--- src/rtl/seq_pkg.sv ---
// ============================================================================
// Module   : seq_pkg
// Purpose  : Shared state, class and pc-select encodings for the sequencer.
// Revision : 1.0 - initial release
// ============================================================================
`default_nettype none

package seq_pkg;

  typedef logic [2:0] state_t;

  localparam state_t ST_IDLE   = 3'd0;
  localparam state_t ST_FETCH  = 3'd1;
  localparam state_t ST_DECODE = 3'd2;
  localparam state_t ST_EXEC   = 3'd3;
  localparam state_t ST_MEM    = 3'd4;
  localparam state_t ST_WB     = 3'd5;
  localparam state_t ST_WB2    = 3'd6;
  localparam state_t ST_HALT   = 3'd7;

  localparam logic [2:0] CLS_RTYPE  = 3'b000;
  localparam logic [2:0] CLS_BRANCH = 3'b001;
  localparam logic [2:0] CLS_LOGIC  = 3'b010;
  localparam logic [2:0] CLS_ITYPE  = 3'b011;
  localparam logic [2:0] CLS_LOAD   = 3'b100;
  localparam logic [2:0] CLS_STORE  = 3'b101;
  localparam logic [2:0] CLS_JUMP   = 3'b110;
  localparam logic [2:0] CLS_SYS    = 3'b111;

  localparam logic [1:0] OP_SWAP = 2'b10;
  localparam logic [1:0] OP_HALT = 2'b11;

  localparam logic [1:0] PCSEL_INC = 2'b00;
  localparam logic [1:0] PCSEL_BR  = 2'b01;
  localparam logic [1:0] PCSEL_JMP = 2'b10;

  // Value presented to the ALU-op decoder whenever no instruction is executing
  localparam logic [2:0] ALU_IDLE_CLS = CLS_JUMP;
  localparam logic [1:0] ALU_IDLE_OP  = OP_HALT;

  function automatic logic is_swap(input logic [2:0] cls, input logic [1:0] op);
    return (cls == CLS_SYS) && (op == OP_SWAP);
  endfunction

endpackage

`default_nettype wire

--- src/rtl/seq_timer.sv ---
// ============================================================================
// Module   : seq_timer
// Purpose  : Memory-ack timeout counter; expired marks the last allowed cycle.
// Revision : 1.0 - initial release
// ============================================================================
`default_nettype none

module seq_timer #(
  parameter int MEM_TO_CYC = 15
) (
  input  logic clk,
  input  logic rst_n,
  input  logic load,
  input  logic tick,
  output logic expired
);

  localparam logic [7:0] c_LIMIT = 8'(MEM_TO_CYC - 1);

  logic [7:0] r_cnt;

  always_ff @(posedge clk or negedge rst_n) begin
    if (!rst_n) begin
      r_cnt <= 8'd0;
    end else if (load) begin
      r_cnt <= 8'd0;
    end else if (tick && !expired) begin
      r_cnt <= r_cnt + 8'd1;
    end
  end

  assign expired = (r_cnt == c_LIMIT);

endmodule

`default_nettype wire

--- src/rtl/seq_ctrl.sv ---
// ============================================================================
// Module   : seq_ctrl
// Purpose  : Multi-cycle instruction sequencer FSM with memory-ack timeout.
//            Optional perf counters (cyc_cnt/ret_cnt) under SEQ_PERF_CNT_EN.
// Revision : 1.0 - initial release
// ============================================================================
`default_nettype none

module seq_ctrl
  import seq_pkg::*;
#(
  parameter int MEM_TO_CYC = 15
) (
  input  logic       clk,
  input  logic       rst_n,
  input  logic       start,
  output logic       inst_req,
  input  logic       inst_ack,
  input  logic [8:0] inst,
  input  logic       zero,
  input  logic       mem_ack,
  output logic [2:0] alu_op,
  output logic [1:0] op_type,
  output logic       reg_we,
  output logic       mem_re,
  output logic       mem_we,
  output logic       pc_en,
  output logic [1:0] pc_sel,
  output logic       busy,
  output logic       done,
  output logic       err
`ifdef SEQ_PERF_CNT_EN
  ,
  output logic [15:0] cyc_cnt,
  output logic [15:0] ret_cnt
`endif
);

  state_t     r_state;
  state_t     w_state_nxt;
  logic [8:0] r_ir;
  logic       r_err;
  logic [1:0] w_pc_sel;
  logic       w_timeout;
  logic       w_load;
  logic       w_tick;
  logic       w_expired;
  logic [2:0] w_cls;
  logic [1:0] w_op;
  logic       w_in_exec;
  logic       w_unused_ir;

  assign w_cls       = r_ir[8:6];
  assign w_op        = r_ir[5:4];
  assign w_unused_ir = ^r_ir[3:0];

  always_comb begin
    w_state_nxt = r_state;
    w_pc_sel    = PCSEL_INC;
    w_timeout   = 1'b0;
    case (r_state)
      ST_IDLE:   if (start) w_state_nxt = ST_FETCH;
      ST_FETCH:  if (inst_ack) w_state_nxt = ST_DECODE;
      ST_DECODE: begin
        if (w_cls == CLS_JUMP) begin
          w_state_nxt = ST_FETCH;
          w_pc_sel    = PCSEL_JMP;
        end else if ((w_cls == CLS_SYS) && (w_op == OP_HALT)) begin
          w_state_nxt = ST_HALT;
        end else begin
          w_state_nxt = ST_EXEC;
        end
      end
      ST_EXEC: begin
        if ((w_cls == CLS_LOAD) || (w_cls == CLS_STORE)) begin
          w_state_nxt = ST_MEM;
        end else if (w_cls == CLS_BRANCH) begin
          w_state_nxt = ST_FETCH;
          w_pc_sel    = zero ? PCSEL_BR : PCSEL_INC;
        end else begin
          w_state_nxt = ST_WB;
        end
      end
      ST_MEM: begin
        // An ack on the final allowed cycle wins over the timeout
        if (mem_ack) begin
          w_state_nxt = (w_cls == CLS_LOAD) ? ST_WB : ST_FETCH;
        end else if (w_expired) begin
          w_state_nxt = ST_HALT;
          w_timeout   = 1'b1;
        end
      end
      ST_WB:   w_state_nxt = is_swap(w_cls, w_op) ? ST_WB2 : ST_FETCH;
      ST_WB2:  w_state_nxt = ST_FETCH;
      ST_HALT: w_state_nxt = ST_HALT;
      default: w_state_nxt = ST_IDLE;
    endcase
  end

  always_ff @(posedge clk or negedge rst_n) begin
    if (!rst_n) begin
      r_state <= ST_IDLE;
      r_ir    <= 9'd0;
      r_err   <= 1'b0;
    end else begin
      r_state <= w_state_nxt;
      if ((r_state == ST_FETCH) && inst_ack) r_ir <= inst;
      if (w_timeout) r_err <= 1'b1;
    end
  end

  assign w_load = (r_state == ST_EXEC) && (w_state_nxt == ST_MEM);
  assign w_tick = (r_state == ST_MEM);

  seq_timer #(
    .MEM_TO_CYC (MEM_TO_CYC)
  ) u_timer (
    .clk     (clk),
    .rst_n   (rst_n),
    .load    (w_load),
    .tick    (w_tick),
    .expired (w_expired)
  );

  assign w_in_exec = (r_state == ST_EXEC) || (r_state == ST_MEM) ||
                     (r_state == ST_WB)   || (r_state == ST_WB2);

  // Waiting in FETCH and the initial IDLE->FETCH step do not retire anything
  assign pc_en    = (w_state_nxt == ST_FETCH) && (r_state != ST_IDLE) &&
                    (r_state != ST_FETCH);
  assign pc_sel   = pc_en ? w_pc_sel : PCSEL_INC;
  assign inst_req = (r_state == ST_FETCH);
  assign reg_we   = (r_state == ST_WB) || (r_state == ST_WB2);
  assign mem_re   = (r_state == ST_MEM) && (w_cls == CLS_LOAD);
  assign mem_we   = (r_state == ST_MEM) && (w_cls == CLS_STORE);
  assign alu_op   = w_in_exec ? w_cls : ALU_IDLE_CLS;
  assign op_type  = w_in_exec ? w_op  : ALU_IDLE_OP;
  assign busy     = (r_state != ST_IDLE) && (r_state != ST_HALT);
  assign done     = (r_state == ST_HALT);
  assign err      = r_err;

`ifdef SEQ_PERF_CNT_EN
  logic [15:0] r_cyc_cnt;
  logic [15:0] r_ret_cnt;

  always_ff @(posedge clk or negedge rst_n) begin
    if (!rst_n) begin
      r_cyc_cnt <= 16'd0;
      r_ret_cnt <= 16'd0;
    end else begin
      if (busy)  r_cyc_cnt <= r_cyc_cnt + 16'd1;
      if (pc_en) r_ret_cnt <= r_ret_cnt + 16'd1;
    end
  end

  assign cyc_cnt = r_cyc_cnt;
  assign ret_cnt = r_ret_cnt;
`endif

endmodule

`default_nettype wire

--- config.mk ---
export PLATFORM = sky130hd
export DESIGN_NAME = seq_ctrl
export DESIGN_NICKNAME = d
export VERILOG_FILES = /design/src/rtl/seq_pkg.sv /design/src/rtl/seq_timer.sv /design/src/rtl/seq_ctrl.sv
export SDC_FILE = /design/constraint.sdc
export NUM_CORES = 1
export LEC_CHECK = 0
export BUFFER_PORTS_ARGS = -buffer_cell sky130_fd_sc_hd__buf_2
export CORE_ASPECT_RATIO = 1.1
export CORE_MARGIN = 2
export CORE_UTILIZATION = 35
export DETAILED_ROUTE_END_ITERATION = 10
export SLEW_MARGIN = 5
export SYNTH_ARGS = -nofsm -noshare
export SYNTH_HDL_FRONTEND = slang
export SYNTH_HIERARCHICAL = 1
export SYNTH_SLANG_ARGS = --single-unit
--- constraint.sdc ---
create_clock -name clk -period 1.77 [get_ports clk]
set_input_delay 0.177 -clock clk [delete_from_list [all_inputs] [get_ports clk]]
set_output_delay 0.177 -clock clk [all_outputs]
set_load 0.01 [all_outputs]
==> metrics.cfg <==
[floorplanning]
core_sq_mm = 0.00307
start_util_pct = 37.0
pin_count = 30
rows = 21
die_w_um = 58.3
fp.dieH_um = 63.8
die_area_sq_mm = 0.00372

[detailed_routing]
ant_nets = 0
drt_iter0_drc = 28
via_per_inst = 5.40
drt-total-wl_um = 2720
post-route-drc-count = 0
first_pass_iters = 4
wire_per_inst_um = 13.7
vias = 1069

[place]
gp_congestion = 0.760
dp_hpwl_um = 1920
io_buffers = 25
dp_cells = 189

[setup_path]
max_stage_delay_ps = 400
critPathLaunchType = flip-flop
critPathKind = reg2out
path_delay_family = simple AND/OR/NAND/NOR gates
slowest_stage = or3b_4
cp.buffers_inverters = 3
worstSetupStartpoint = r_state[0]
r2r-start = r_state[0]
cp.arrival_ps = 1840
path_cells = or3b_4 > buf_6 > buf_4 > o22ai_1 > nor4_2 > o211a_1 > buf_2
crit_fanout = 3
cp.required_ps = 1590
crit_path_end_kind = primary output

[layout]
fin_cells = 198
mostFrequentLayoutCells = buf_2 (24), dfrtp_1 (17), nor2_1 (12)
layout_commonest_cell = buf_2
nFillCells = 298
synthToLayoutAreaGrowth_pct = 35.2
drive_above_1_share_pct = 43.3
fin_nets = 182
diodes = 0

[timing]
setup_slack_ps = -252
rsz0062_at_grt = true
fin_crit_sh_pct = 114
period_needed_ps = 2020
hold_viol = 0
fmax_ghz = 0.495
maxSlewViolCount = 0
setup_viol = 6
skew_ps = 0.594
tightest_slew_ps = 408
maxSlewHeadroom_pct = 72.8

[grt]
grt_pass1_wl_um = 4520
antenna_found_initial = 0
gr-total-overflow = 0
grt_pass1_vias = 1007
grt_util_all_layers_pct = 15.5
grt_max_degree = 19

[power_and_ir_drop]
p_switching_mw = 0.141
total_power_mw = 0.626
seq_power_share_pct = 62.0
p_int_mw = 0.486
p_sw_share_pct = 22.5
clkPwrFrac_pct = 34.5
irDropWorstVdd_uv = 351
p_per_area_mw_per_mm2 = 408
pwr-share-comb_pct = 3.6
p_leak_nw = 0.721

[logic_synthesis]
synthesis.nets = 143
postSynthAreaPerCell_sq_um = 9.02
ys_types = 41
synthFlopType = dfrtp_1
syn_area_sq_mm = 0.00114
synthArstFlopShare_pct = 100
synth.largest_area_cell = dfrtp_1
synthTopCellsByArea = dfrtp_1 (37%), mux2_2 (5.9%), nor4b_4 (4.2%), nor2_1 (4.0%), a21oi_1 (3.1%)
yosysSeqAreaShare_pct = 37.4
ys_warn_count = 6
synth_top_area_share_pct = 37.4
synth_edf_count = 0
synthCells = 126
synth_seq_cells = 17

[clock_network]
htreeDepth = 1
clk_path_buf_depth = 2
clkTransAtPathRegs_ps = 100
clock_tree.root_cell = clkbuf_4
clk_latency_ps = 290
cts.sinks = 17
cts_inserted_buffers = 3
cts_tree = yes

[hold_path]
hold_class = in2reg
min-delay-start = inst[4]

[run]
maxCapViolCount = 0

[status]
run_status = finished with violations
violations = setup timing

## worst reg2reg max path, cell delays in order, from the launching register on
cell and delay [ps]:
dfrtp_1 390, or3b_4 400, buf_4 160, inv_6 70
nand3_4 90, nor3_4 190, mux2_4 310
## final timing paths
check,end,slack [ps],cells past startpoint
max in group asynchronous,r_ir[7],1150,2
worst max-delay path,pc_en,-250,7
worst min-delay path,r_ir[4],80,3
worst min register to register,err,470,2
worst max register to register,u_timer/r_cnt[7],40,6
min in group asynchronous,u_timer/r_cnt[0],330,2
## cells by family (layout without fill, tap and decap cells)
logic type / count (synthesis) / count (layout) / synth area share [%]
and+or+nand+nor: 59 / 59 / 31.5
DFF: 17 / 17 / 37.4
AOI/OAI and AO/OA: 25 / 25 / 15.0
xor gates and xnor gates: 1 / 1 / 0.771
adders and majority gates: 2 / 2 / 2.20
buffers and inverters: 14 / 52 / 5.18
muxes: 8 / 8 / 7.93
## per-layer routing
layer  wire length (um)  up-vias  GRT usage (%)
met2               1350       21           25.1
met1               1260      513           20.2
met4                  8        0           3.78
met3                108        2           4.25
li1                   -      533              -
met5                  0        -              0
## power groups by stage
stage	Combinational [mW]	Clock (mW)	Sequential, mW
5_1_grt	0.0255	0.245	0.388
6_report	0.0225	0.216	0.388
3_3_place_gp	0.0212	0	0.396
3_5_place_dp	0.0217	0	0.396
4_1_cts	0.0234	0.225	0.388
2_1_floorplan	0.00101	0	0.396
## area by class of cell
| cell class | count | area (sq um) | share of cell area [%] |
|---|---|---|---|
| multi-input combinational | 95 | 746 | 48.5 |
| sequential | 17 | 425 | 27.7 |
| timing repair buffer | 40 | 262 | 17.0 |
| tap | 34 | 42.5 | 2.77 |
| inverter | 8 | 35.0 | 2.28 |
| clock buffer | 4 | 26.3 | 1.71 |
## state kept, by name (all words and copies together), names as in the netlist
signal	count
r_state	3
err	1
u_timer/r_cnt	8
r_ir	5
## through the flow
| step | hold slack [ps] | setup TNS [ps] | setup slack, ps | area (sq um) | utilization [%] |
|---|---|---|---|---|---|
| after floorplan | -119 | 0 | 30.4 | 1140 | - |
| after global placement | 135 | 0 | 55.8 | 1350 | 43.9 |
| after detailed placement | 137 | 0 | 13.7 | 1350 | 43.9 |
| after CTS | 73.1 | -468 | -281 | 1450 | 47.0 |
| after global routing | 92.7 | -1060 | -329 | 1540 | 50.0 |
| final | 78.2 | -420 | -252 | 1540 | 50.0 |
## synth_stat cells (3+ instances only)
cell	number
nor2_1	12
dfrtp_1	17
nand3b_1	3
inv_1	8
nor2b_1	5
nor3_1	5
mux2_2	6
clkbuf_1	3
o21ai_0	5
or2_2	4
a21oi_1	7
nand3_1	3
nand4_1	3
nand2_1	9
## repair_timing
item                                    4_1_cts  5_1_grt
cloned                                        0        1
pin swaps                                     4        5
hold buffers                                  1        0
gates resized for setup                       9       20
hold endpoints to repair                     17        0
endpoints found under the setup margin        7       14
buffers inserted                              5        1
(Power assumes the default switching activity.)
